==> config.mk <==
export PLATFORM = sky130hd
export DESIGN_NAME = acc_cpu_p_flat
export DESIGN_NICKNAME = d
export VERILOG_FILES = /design/src/rtl/acc_cpu_pkg.sv /design/src/rtl/acc_cpu_if.sv /design/src/rtl/acc_cpu_rstack.sv /design/src/rtl/acc_cpu_p.sv /design/src/flat_wrapper.sv
export SDC_FILE = /design/constraint.sdc
export NUM_CORES = 1
export LEC_CHECK = 0
export ABC_AREA = 1
export CAP_MARGIN = 20
export CELL_PAD_IN_SITES_DETAIL_PLACEMENT = 1
export CELL_PAD_IN_SITES_GLOBAL_PLACEMENT = 1
export CORE_MARGIN = 3
export CORE_UTILIZATION = 39
export CTS_BUF_LIST = sky130_fd_sc_hd__clkbuf_8
export CTS_CLUSTER_DIAMETER = 100
export DETAILED_ROUTE_END_ITERATION = 10
export PLACE_DENSITY = 0.94
export SYNTH_ARGS = -nofsm -noshare
export SYNTH_HDL_FRONTEND = slang
export SYNTH_SLANG_ARGS = --single-unit
==> constraint.sdc <==
create_clock -name clk -period 2.4 [get_ports clk]
set_input_delay 0.24 -clock clk [delete_from_list [all_inputs] [get_ports clk]]
set_output_delay 0.24 -clock clk [all_outputs]
set_load 0.02 [all_outputs]
==> src/rtl/acc_cpu_pkg.sv <==
// acc_cpu_pkg: shared opcode, state and flag constants
// for the accumulator core and its bench.
package acc_cpu_pkg;

  localparam logic [3:0] OP_NOP  = 4'h0;
  localparam logic [3:0] OP_LDI  = 4'h1;
  localparam logic [3:0] OP_ADDI = 4'h2;
  localparam logic [3:0] OP_SUBI = 4'h3;
  localparam logic [3:0] OP_JMP  = 4'h4;
  localparam logic [3:0] OP_JZ   = 4'h5;
  localparam logic [3:0] OP_OUT  = 4'h6;
  localparam logic [3:0] OP_LOAD = 4'h7;
  localparam logic [3:0] OP_ADDM = 4'h8;
  localparam logic [3:0] OP_ANDI = 4'h9;
  localparam logic [3:0] OP_ORI  = 4'hA;
  localparam logic [3:0] OP_XORI = 4'hB;
  localparam logic [3:0] OP_JC   = 4'hC;
  localparam logic [3:0] OP_HALT = 4'hD;
  localparam logic [3:0] OP_CALL = 4'hE;
  localparam logic [3:0] OP_RET  = 4'hF;

  localparam logic [1:0] ST_FETCH = 2'd0;
  localparam logic [1:0] ST_EXEC  = 2'd1;
  localparam logic [1:0] ST_WAIT  = 2'd2;
  localparam logic [1:0] ST_HALT  = 2'd3;

  localparam int FLAG_Z = 0;
  localparam int FLAG_C = 1;

endpackage

==> src/rtl/acc_cpu_if.sv <==
// acc_cpu_if: memory-mapped bus between the core (master)
// and the SoC slaves; valid/ready handshake.
interface acc_cpu_if #(
  parameter int ADDR_W = 8,
  parameter int DATA_W = 8
) ();

  logic [ADDR_W-1:0] addr;
  logic [DATA_W-1:0] wdata;
  logic              we;
  logic              valid;
  logic              ready;
  logic [DATA_W-1:0] rdata;

  modport master (
    output addr, wdata, we, valid,
    input  ready, rdata
  );

  modport slave (
    input  addr, wdata, we, valid,
    output ready, rdata
  );

endinterface

==> src/rtl/acc_cpu_rstack.sv <==
// acc_cpu_rstack: LIFO return stack, DEPTH x W,
// top-of-stack visible combinationally on dout.
module acc_cpu_rstack #(
  parameter int DEPTH = 4,
  parameter int W     = 8
) (
  input  logic         clk,
  input  logic         rst,
  input  logic         push,
  input  logic         pop,
  input  logic [W-1:0] din,
  output logic [W-1:0] dout,
  output logic         full,
  output logic         empty
);

  localparam int AW = (DEPTH > 1) ? $clog2(DEPTH) : 1;
  localparam int CW = $clog2(DEPTH + 1);

  logic [W-1:0]  mem [DEPTH];
  logic [CW-1:0] cnt;

  assign full  = (cnt == CW'(DEPTH));
  assign empty = (cnt == '0);
  assign dout  = mem[AW'(cnt - CW'(1))];

  always_ff @(posedge clk) begin
    if (rst) begin
      cnt <= '0;
    end else if (push) begin
      mem[AW'(cnt)] <= din;
      cnt           <= cnt + CW'(1);
    end else if (pop) begin
      cnt <= cnt - CW'(1);
    end
  end

endmodule

==> src/rtl/acc_cpu_p.sv <==
// acc_cpu_p: parametrised accumulator core with stalling bus master.
// Define ACC_CPU_STACK_EN to enable CALL/RET with a return stack.
module acc_cpu_p
  import acc_cpu_pkg::*;
#(
  parameter int DATA_W      = 8,
  parameter int OPND_W      = 8,
  parameter int PC_W        = 8,
  parameter int ADDR_W      = 8,
  parameter int STACK_DEPTH = 4
) (
  input  logic              clk,
  input  logic              rst,
  output logic [PC_W-1:0]   imem_addr,
  input  logic [OPND_W+3:0] imem_data,
  acc_cpu_if.master         bus,
  output logic              halted,
  output logic              fault,
  output logic [DATA_W-1:0] acc_out,
  output logic [PC_W-1:0]   pc_out
);

  logic [1:0]        state;
  logic [OPND_W+3:0] ir;
  logic [DATA_W-1:0] acc;
  logic [PC_W-1:0]   pc;
  logic [1:0]        flags;

  logic [3:0]        opc;
  logic [OPND_W-1:0] opnd;
  logic [DATA_W-1:0] imm;
  logic [PC_W-1:0]   pc_inc;
  logic [PC_W-1:0]   target;
  logic [DATA_W:0]   addi_sum;
  logic [DATA_W:0]   subi_dif;
  logic [DATA_W:0]   addm_sum;
  logic [DATA_W-1:0] and_res;
  logic [DATA_W-1:0] or_res;
  logic [DATA_W-1:0] xor_res;

  assign opc      = ir[OPND_W +: 4];
  assign opnd     = ir[OPND_W-1:0];
  assign imm      = DATA_W'(opnd);
  assign target   = PC_W'(opnd);
  assign pc_inc   = pc + PC_W'(1);
  assign addi_sum = {1'b0, acc} + {1'b0, imm};
  assign subi_dif = {1'b0, acc} - {1'b0, imm};
  assign addm_sum = {1'b0, acc} + {1'b0, bus.rdata};
  assign and_res  = acc & imm;
  assign or_res   = acc | imm;
  assign xor_res  = acc ^ imm;

  assign imem_addr = pc;
  assign pc_out    = pc;
  assign acc_out   = acc;

`ifdef ACC_CPU_STACK_EN
  logic            push;
  logic            pop;
  logic            stk_full;
  logic            stk_empty;
  logic            stk_err;
  logic [PC_W-1:0] stk_top;
  logic            exec;

  assign exec    = (state == ST_EXEC);
  assign push    = exec && (opc == OP_CALL) && !stk_full;
  assign pop     = exec && (opc == OP_RET) && !stk_empty;
  assign stk_err = exec &&
                   (((opc == OP_CALL) && stk_full) ||
                    ((opc == OP_RET) && stk_empty));

  acc_cpu_rstack #(
    .DEPTH (STACK_DEPTH),
    .W     (PC_W)
  ) u_rstack (
    .clk   (clk),
    .rst   (rst),
    .push  (push),
    .pop   (pop),
    .din   (pc_inc),
    .dout  (stk_top),
    .full  (stk_full),
    .empty (stk_empty)
  );

  always_ff @(posedge clk) begin
    if (rst) begin
      fault <= 1'b0;
    end else if (stk_err) begin
      fault <= 1'b1;
    end
  end
`else
  assign fault = 1'b0;
`endif

  always_ff @(posedge clk) begin
    if (rst) begin
      state     <= ST_FETCH;
      ir        <= '0;
      acc       <= '0;
      pc        <= '0;
      flags     <= '0;
      halted    <= 1'b0;
      bus.addr  <= '0;
      bus.wdata <= '0;
      bus.we    <= 1'b0;
      bus.valid <= 1'b0;
    end else begin
      unique case (state)
        ST_FETCH: begin
          ir    <= imem_data;
          state <= ST_EXEC;
        end
        ST_EXEC: begin
          state <= ST_FETCH;
          pc    <= pc_inc;
          unique case (opc)
            OP_LDI: begin
              acc           <= imm;
              flags[FLAG_Z] <= (imm == '0);
            end
            OP_ADDI: begin
              acc           <= addi_sum[DATA_W-1:0];
              flags[FLAG_C] <= addi_sum[DATA_W];
              flags[FLAG_Z] <= (addi_sum[DATA_W-1:0] == '0);
            end
            OP_SUBI: begin
              acc           <= subi_dif[DATA_W-1:0];
              flags[FLAG_C] <= subi_dif[DATA_W];
              flags[FLAG_Z] <= (subi_dif[DATA_W-1:0] == '0);
            end
            OP_ANDI: begin
              acc           <= and_res;
              flags[FLAG_Z] <= (and_res == '0);
            end
            OP_ORI: begin
              acc           <= or_res;
              flags[FLAG_Z] <= (or_res == '0);
            end
            OP_XORI: begin
              acc           <= xor_res;
              flags[FLAG_Z] <= (xor_res == '0);
            end
            OP_JMP: pc <= target;
            OP_JZ:  if (flags[FLAG_Z]) pc <= target;
            OP_JC:  if (flags[FLAG_C]) pc <= target;
            OP_OUT: begin
              bus.addr  <= ADDR_W'(opnd);
              bus.wdata <= acc;
              bus.we    <= 1'b1;
              bus.valid <= 1'b1;
              state     <= ST_WAIT;
            end
            OP_LOAD, OP_ADDM: begin
              bus.addr  <= ADDR_W'(opnd);
              bus.we    <= 1'b0;
              bus.valid <= 1'b1;
              state     <= ST_WAIT;
            end
            OP_HALT: begin
              halted <= 1'b1;
              state  <= ST_HALT;
            end
`ifdef ACC_CPU_STACK_EN
            // Stack errors freeze pc on the faulting instruction.
            OP_CALL: begin
              if (stk_full) begin
                pc     <= pc;
                halted <= 1'b1;
                state  <= ST_HALT;
              end else begin
                pc <= target;
              end
            end
            OP_RET: begin
              if (stk_empty) begin
                pc     <= pc;
                halted <= 1'b1;
                state  <= ST_HALT;
              end else begin
                pc <= stk_top;
              end
            end
`endif
            default: ;
          endcase
        end
        ST_WAIT: begin
          if (bus.ready) begin
            bus.valid <= 1'b0;
            state     <= ST_FETCH;
            if (!bus.we) begin
              if (opc == OP_ADDM) begin
                acc           <= addm_sum[DATA_W-1:0];
                flags[FLAG_C] <= addm_sum[DATA_W];
                flags[FLAG_Z] <= (addm_sum[DATA_W-1:0] == '0);
              end else begin
                acc           <= bus.rdata;
                flags[FLAG_Z] <= (bus.rdata == '0);
              end
            end
          end
        end
        default: ;
      endcase
    end
  end

endmodule
==> src/flat_wrapper.sv <==
// flat-port wrapper written by rule: the top's interface ports become plain ports
module acc_cpu_p_flat import acc_cpu_pkg::*;
#(
  parameter int DATA_W      = 8,
  parameter int OPND_W      = 8,
  parameter int PC_W        = 8,
  parameter int ADDR_W      = 8,
  parameter int STACK_DEPTH = 4
)
  (clk, rst, imem_addr, imem_data, halted, fault, acc_out, pc_out, bus_addr, bus_wdata, bus_we, bus_valid, bus_ready, bus_rdata);
  acc_cpu_if #(.ADDR_W(ADDR_W), .DATA_W(DATA_W)) bus_i ();
  input  logic clk;
  input  logic rst;
  output logic [PC_W-1:0] imem_addr;
  input  logic [OPND_W+3:0] imem_data;
  output logic halted;
  output logic fault;
  output logic [DATA_W-1:0] acc_out;
  output logic [PC_W-1:0] pc_out;
  output wire logic [$bits(bus_i.addr)-1:0] bus_addr;
  output wire logic [$bits(bus_i.wdata)-1:0] bus_wdata;
  output wire logic [$bits(bus_i.we)-1:0] bus_we;
  output wire logic [$bits(bus_i.valid)-1:0] bus_valid;
  input wire logic [$bits(bus_i.ready)-1:0] bus_ready;
  input wire logic [$bits(bus_i.rdata)-1:0] bus_rdata;
  assign bus_addr = bus_i.addr;
  assign bus_wdata = bus_i.wdata;
  assign bus_we = bus_i.we;
  assign bus_valid = bus_i.valid;
  assign bus_i.ready = bus_ready;
  assign bus_i.rdata = bus_rdata;
  acc_cpu_p #(.DATA_W(DATA_W), .OPND_W(OPND_W), .PC_W(PC_W), .ADDR_W(ADDR_W), .STACK_DEPTH(STACK_DEPTH)) u_core (.clk(clk), .rst(rst), .imem_addr(imem_addr), .imem_data(imem_data), .bus(bus_i), .halted(halted), .fault(fault), .acc_out(acc_out), .pc_out(pc_out));
endmodule
# Yosys cells after proc, flatten, opt, wreduce, memory -nomap -nowiden
# Cells that the tools add are included.
# word_totals
inputBits	23
ram_bits	0
mem_count	0
latchBits	0
rom_bits	0
out_inout_bits	44
wordCells	83
regBits	51
# op_classes
addsub	4
div	0
bitwise	3
order_cmp	0
n_mul	0
mux	22
n_eq_ne	21
n_shift	0
reduce_logical	22
# ops
operator	count
$logic_not A8 Y1	8
$pmux W8 S6	1
$mux W8	5
$eq A4 B4 Y1 const B	6
$pmux W8 S3	1
$add A8 B8 Y9	2
$eq A4 B3 Y1 const B	4
$pmux W8 S2	1
$reduce_and A2 Y1	5
$sub A8 B8 Y9	1
$add A8 B1 Y8 const B	1
$and A8 B8 Y8	1
$eq A4 B2 Y1 const B	2
$or A8 B8 Y8	1
$pmux W2 S2	2
$xor A8 B8 Y8	1
$ne A7 B7 Y1 const B	1
$mux W2	3
$ne A2 B2 Y1 const B	3
$pmux W1 S2	3
$pmux W1 S6	1
$pmux W2 S3	1
$reduce_and A5 Y1	1
$eq A4 B1 Y1 const B	1
12 further kinds	16

# Longest topological paths before layout
# depth
ltp_word	6
mapped_depth	15
mapped_depth_nobuf	14

# Worst setup path after synthesis
# Ideal clock, no wire load.
# synth_path
path_kind	register -> register
startpoint	reg u_core.acc[0] (netlist: u_core.acc_out[0])
endpoint	reg u_core.flags[0]
setup_slack_ns	0.345
n_path_buf	0
required_ns	2.330
period_less_slack_ns	2.055
t_arrival_ns	1.985
stages_incl_launch_ff	14
setup_ns	0.070
path_cell_list	dfxtp_1 -> inv_1 -> ha_1 -> inv_1 -> fa_1 -> nor2_1 -> nand3_1 -> nor2_1 -> nand3_1 -> nor2_1 -> nand4_1 -> nand3_1 -> nand2_1 -> a21oi_1
# synth_between
elab_chain_len	6
elab_cells_between_ends	17
cone_classes	add/sub: 3; mux: 5; bitwise: 3; reduce/logical: 6
# synth_lines
item	line	rtl
from (decl)	acc_cpu_p.sv:25	logic [DATA_W-1:0] acc;
from (signal assigned)	acc_cpu_p.sv:121	acc <= imm;
from (signal assigned)	acc_cpu_p.sv:125	acc <= addi_sum[DATA_W-1:0];
from (signal assigned)	acc_cpu_p.sv:130	acc <= subi_dif[DATA_W-1:0];
$add A8 B8 Y9	acc_cpu_p.sv:48	assign addm_sum = {1'b0, acc} + {1'b0, bus.rdata};
$logic_not A8 Y1	acc_cpu_p.sv:198	flags[FLAG_Z] <= (addm_sum[DATA_W-1:0] == '0);
$mux W1	acc_cpu_p.sv:195	if (opc == OP_ADDM) begin
$mux W2	acc_cpu_p.sv:194	if (!bus.we) begin
$mux W2	acc_cpu_p.sv:191	if (bus.ready) begin
$pmux W2 S2 (*)	acc_cpu_p.sv:111	unique case (state)
to (signal, indexed assignment)	acc_cpu_p.sv:197	flags[FLAG_C] <= addm_sum[DATA_W];
to (signal, indexed assignment)	acc_cpu_p.sv:198	
to (signal, indexed assignment)	acc_cpu_p.sv:201	flags[FLAG_Z] <= (bus.rdata == '0);
to (decl)	acc_cpu_p.sv:27	logic [1:0] flags;
# Mark *: on every way between the ends. The rest lies on a longest branch, timed or not. The select of a mux whose other input is x is not followed.
# A chain may end at the register's enable or synchronous reset.

# Worst setup path after layout
# layout_path
startpoint	reg u_core.ir[0]
endpoint	reg u_core.flags[0]
# layout_between
elab_chain_len	4
elab_cells_between_ends	13
cone_classes	add/sub: 2; mux: 2; bitwise: 3; reduce/logical: 6
# layout_lines
item	line	rtl
from (decl)	acc_cpu_p.sv:24	logic [OPND_W+3:0] ir;
from (signal assigned)	acc_cpu_p.sv:113	ir <= imem_data;
$sub A8 B8 Y9, or another cell as far along	acc_cpu_p.sv:47	assign subi_dif = {1'b0, acc} - {1'b0, imm};
$logic_not A8 Y1, on equally long branches	-	
$pmux W1 S6 (*)	acc_cpu_p.sv:119	unique case (opc)
$pmux W2 S2 (*)	acc_cpu_p.sv:111	
to (signal, indexed assignment)	acc_cpu_p.sv:122	flags[FLAG_Z] <= (imm == '0);
to (signal, indexed assignment)	acc_cpu_p.sv:131	flags[FLAG_C] <= subi_dif[DATA_W];
to (signal, indexed assignment)	acc_cpu_p.sv:132	flags[FLAG_Z] <= (subi_dif[DATA_W-1:0] == '0);
# Mark *: on every way between the ends. The rest lies on a longest branch, timed or not.

==> results.cfg <==
[detailed_routing]
1st_iter_drt_viols = 411
detailroute.via_count = 4936
post-route-drc-count = 0
met2_wirelength_um = 8499
maxUsedRoutingLayer = met4
vias_per_cell = 5.862
total_routed_length_um = 17310
drt.antenna.violating_nets = 0
firstDrtPassIters = 5
routed_wire_length_per_instance_um = 20.56
detail_route.wirelength.met1_um = 6974
routed-wl-met3_um = 1105

[clocking]
clk-insertion-delay-late_ps = 330
ctsHtreeMaxLevel = 2
clock-sinks = 51
cts_tree = built
clock_tree.buffer_depth = 2
clock_root_buffer = clkbuf_8
clkTransAtPathRegs_ps = 110
numCtsBuffers = 5
post-cts-setup-buffers = 0

[setup_path]
crit_arrival_ps = 2530
worstSetupEndpointType = flip-flop
max_stage_delay_ps = 510
path_buf_inv = 2
critical_path_cell_count = 13
critPathKind = reg2reg
path_cells = ha_1 > inv_1 > fa_1 > inv_1 > nor2_1 > nand2_1 > nor2_1 > nand3_1 > nor2_1 > nand3_1 > nand3_1 > nand2_1 > a21oi_2
regToRegStartpoint = u_core.ir[0]$_SDFFE_PP0N_
crit_path_top_delay_cell = fa_1
reg2regPathDepth = 13
critical_path_peak_fanout = 5
path_delay_family = simple AND/OR/NAND/NOR gates
required_ps = 2650
worst_setup_path_startpoint = u_core.ir[0]$_SDFFE_PP0N_
crit_path_launch_type = flip-flop

[min_path]
timing.hold.worst_path_depth = 2
hold_path_class = reg2reg
hold_path.startpoint = u_core.bus.addr[4]$_SDFFE_PP0P_

[run_status]
outcome = completed

[timing]
worst_slew_pin_tran_ps = 649.7
timing.final.setup_violations = 0
min_period_ps = 2279
period_share_pct = 94.97
max-slew-margin-rel_pct = 56.64
clock_skew_ps = 17.18
timing_max_transition_violations_final = 0
fmaxAchievable_mhz = 438.8
final-hold-violation-count = 0

[synthesis]
postSynth.topFlopCell = dfxtp_1
async_reset_ff_share_pct = 0
synth_area_leader_cell = dfxtp_1
synth-edff-count = 0
synth.top_cells.by_area = dfxtp_1 (25%), ha_1 (11%), nand2_1 (11%), a21oi_1 (8.0%), nand3_1 (6.2%)
netlist_area_before_placement_mm2 = 0.004111
syn_inst = 627
netlist.area_leader.share_pct = 24.83
post-synth-top-count-cell = nand2_1
synth_fp_nets = 690
postSynthAreaPerCell_um2 = 6.557
synth_cell_types = 43
synth_common_cells = nand2_1 (116), inv_1 (68), a21oi_1 (66)
synth_seq_cells = 51
syn_warnings = 0
yosysSeqAreaShare_pct = 24.83

[placement]
dpl-instance-area_mm2 = 0.005057
io_buffers = 65
dp_hpwl_um = 13890
gp_routability_congestion = 1.017

[floorplanning]
initial_utilization_pct = 41.12
floorplan.die.height_um = 108.7
core_area_mm2 = 0.01000
design.portCount = 67
dieArea_mm2 = 0.01181
floorplan.die.width_um = 108.7
placementRows = 36

[pwr]
total_leakage_power_nw = 2.240
pwr_density_cell_mw_per_mm2 = 548.5
max-vdd-ir-drop_v = 0.0002892
seq_power_share_pct = 34.2
netSwitchingFraction_pct = 43.47
clock_power_share_pct = 18.0
comb_power_share_pct = 47.8
cell_internal_pwr_mw = 1.601
net_switching_power_mw = 1.232

[layout]
filler_cell_count = 1371
final_layout_size_suffix_gt1_share_pct = 10.86
layout_cell_area_excl_fill_mm2 = 0.005165
final_core_util_pct = 51.65
syn2layout_area_growth_pct = 25.62
antenna_cells = 0
final_net_count = 772

[grt]
via_count_of_the_first_global_routing_pass = 5140
grt_overflow = 0
maximum_number_of_pins_on_one_net_before_global_route_repair = 26
grt_antenna_before_repair = 0
grt_usage_pct = 29.70
grt_pass1_wl_um = 27280

[flow_run]
maxCapViolCount = 0
state kept, by name (all words and copies together), names as in the netlist:
name	flops
u_core.ir	12
u_core.acc_out	8
u_core.bus.wdata	8
u_core.halted	1
u_core.state	2
u_core.imem_addr	8
u_core.flags	2
u_core.bus.valid	1
u_core.bus.we	1
u_core.bus.addr	8
worst paths after layout:
path	endpoint	slack, ps
max reg2reg	u_core.flags[0]$_SDFFE_PP0P_	120
max	u_core.flags[0]$_SDFFE_PP0P_	120
min	u_core.bus.addr[4]$_SDFFE_PP0P_	480
min reg2reg	u_core.bus.addr[4]$_SDFFE_PP0P_	480
cell usage in the layout (no fill, tap or decap), types with 2 or more instances in the layout:
master,netlist,final
or2_2,2,2
o21ai_1,5,5
xnor2_1,2,2
o22ai_1,6,6
xor2_1,3,3
ha_2,0,5
fa_1,3,2
nand3_1,51,51
inv_1,68,68
nor2_1,52,51
nor2_2,2,3
buf_4,10,37
a211oi_1,5,5
o211ai_1,13,13
nand2_1,116,115
nand4_1,15,15
a221oi_1,2,2
o21ai_0,51,51
clkbuf_8,0,5
clkdlybuf4s50_1,0,65
nand3_2,2,2
dfxtp_1,51,50
inv_2,14,14
ha_1,37,32
nor3_1,8,8
a31oi_1,5,5
nor4_1,4,4
o21bai_1,2,2
a21oi_1,66,65
routing by layer:
layer  track usage (%)  vias up
met3             4.559       53
met1             37.26     2396
met2             50.88      219
li1                  -     2268
met5                 0        -
met4             11.99        0
power groups by stage:
stage	sequential [mW]	combinational, mW	clock [mW]
global route	0.976	1.47	0.543
detailed placement	0.985	1.30	0
global placement	0.978	1.24	0
finish	0.970	1.35	0.509
CTS	0.967	1.32	0.512
floorplan	1.02	0.739	0
final cells by class:
type	instances	area (um^2)	area share (%)
Inverter	83	311.5	6.032
Timing Repair Buffer	102	928.4	17.97
Clock inverter	2	13.76	0.2665
Multi-Input combinational cell	466	2654	51.38
Sequential cell	51	1022	19.79
Clock buffer	5	68.82	1.332
Tap cell	133	166.4	3.222
cell families after synthesis:
kind of cell             Yosys count  synth area share (%)
XOR/XNOR                           5                 1.065
other                              1               0.09121
buffers and inverters            110                 11.20
adder cells (fa/ha/maj)           40                 12.72
AND/OR/NAND/NOR                  257                 27.75
AO/OA/AOI/OAI                    163                 22.34
flip-flops                        51                 24.83
worst reg2reg max path: cells and delay by family (launching register included):
kind	cells	cell delay, ps
AND/OR/NAND/NOR	8	790
adder cells (fa/ha/maj)	2	720
flip-flops	1	450
buffers and inverters	2	130
AO/OA/AOI/OAI	1	120
what timing repair did:
| action | in CTS | in global routing |
|---|---|---|
| hold buffers | 0 | 0 |
| setup endpoints to repair | 0 | 4 |
| endpoints found under the hold margin | 0 | 0 |
| resized for setup | 0 | 10 |
stage by stage:
| stage | TNS (ps) | cells | worst slack (ps) | hold slack (ps) | power, mW |
|---|---|---|---|---|---|
| global route | -0.6506 | 842 | -0.6506 | 509.7 | 2.991 |
| detailed placement | -125.8 | 835 | -115.4 | 464.2 | 2.289 |
| CTS | 0 | 842 | 89.81 | 486.8 | 2.795 |
| finish | 0 | 842 | 120.8 | 483.5 | 2.833 |
| floorplan | 0 | 627 | 344.9 | 309.1 | 1.762 |
| global placement | 0 | 835 | 106.1 | 456.0 | 2.222 |
Power figures use the tool's default switching activity.
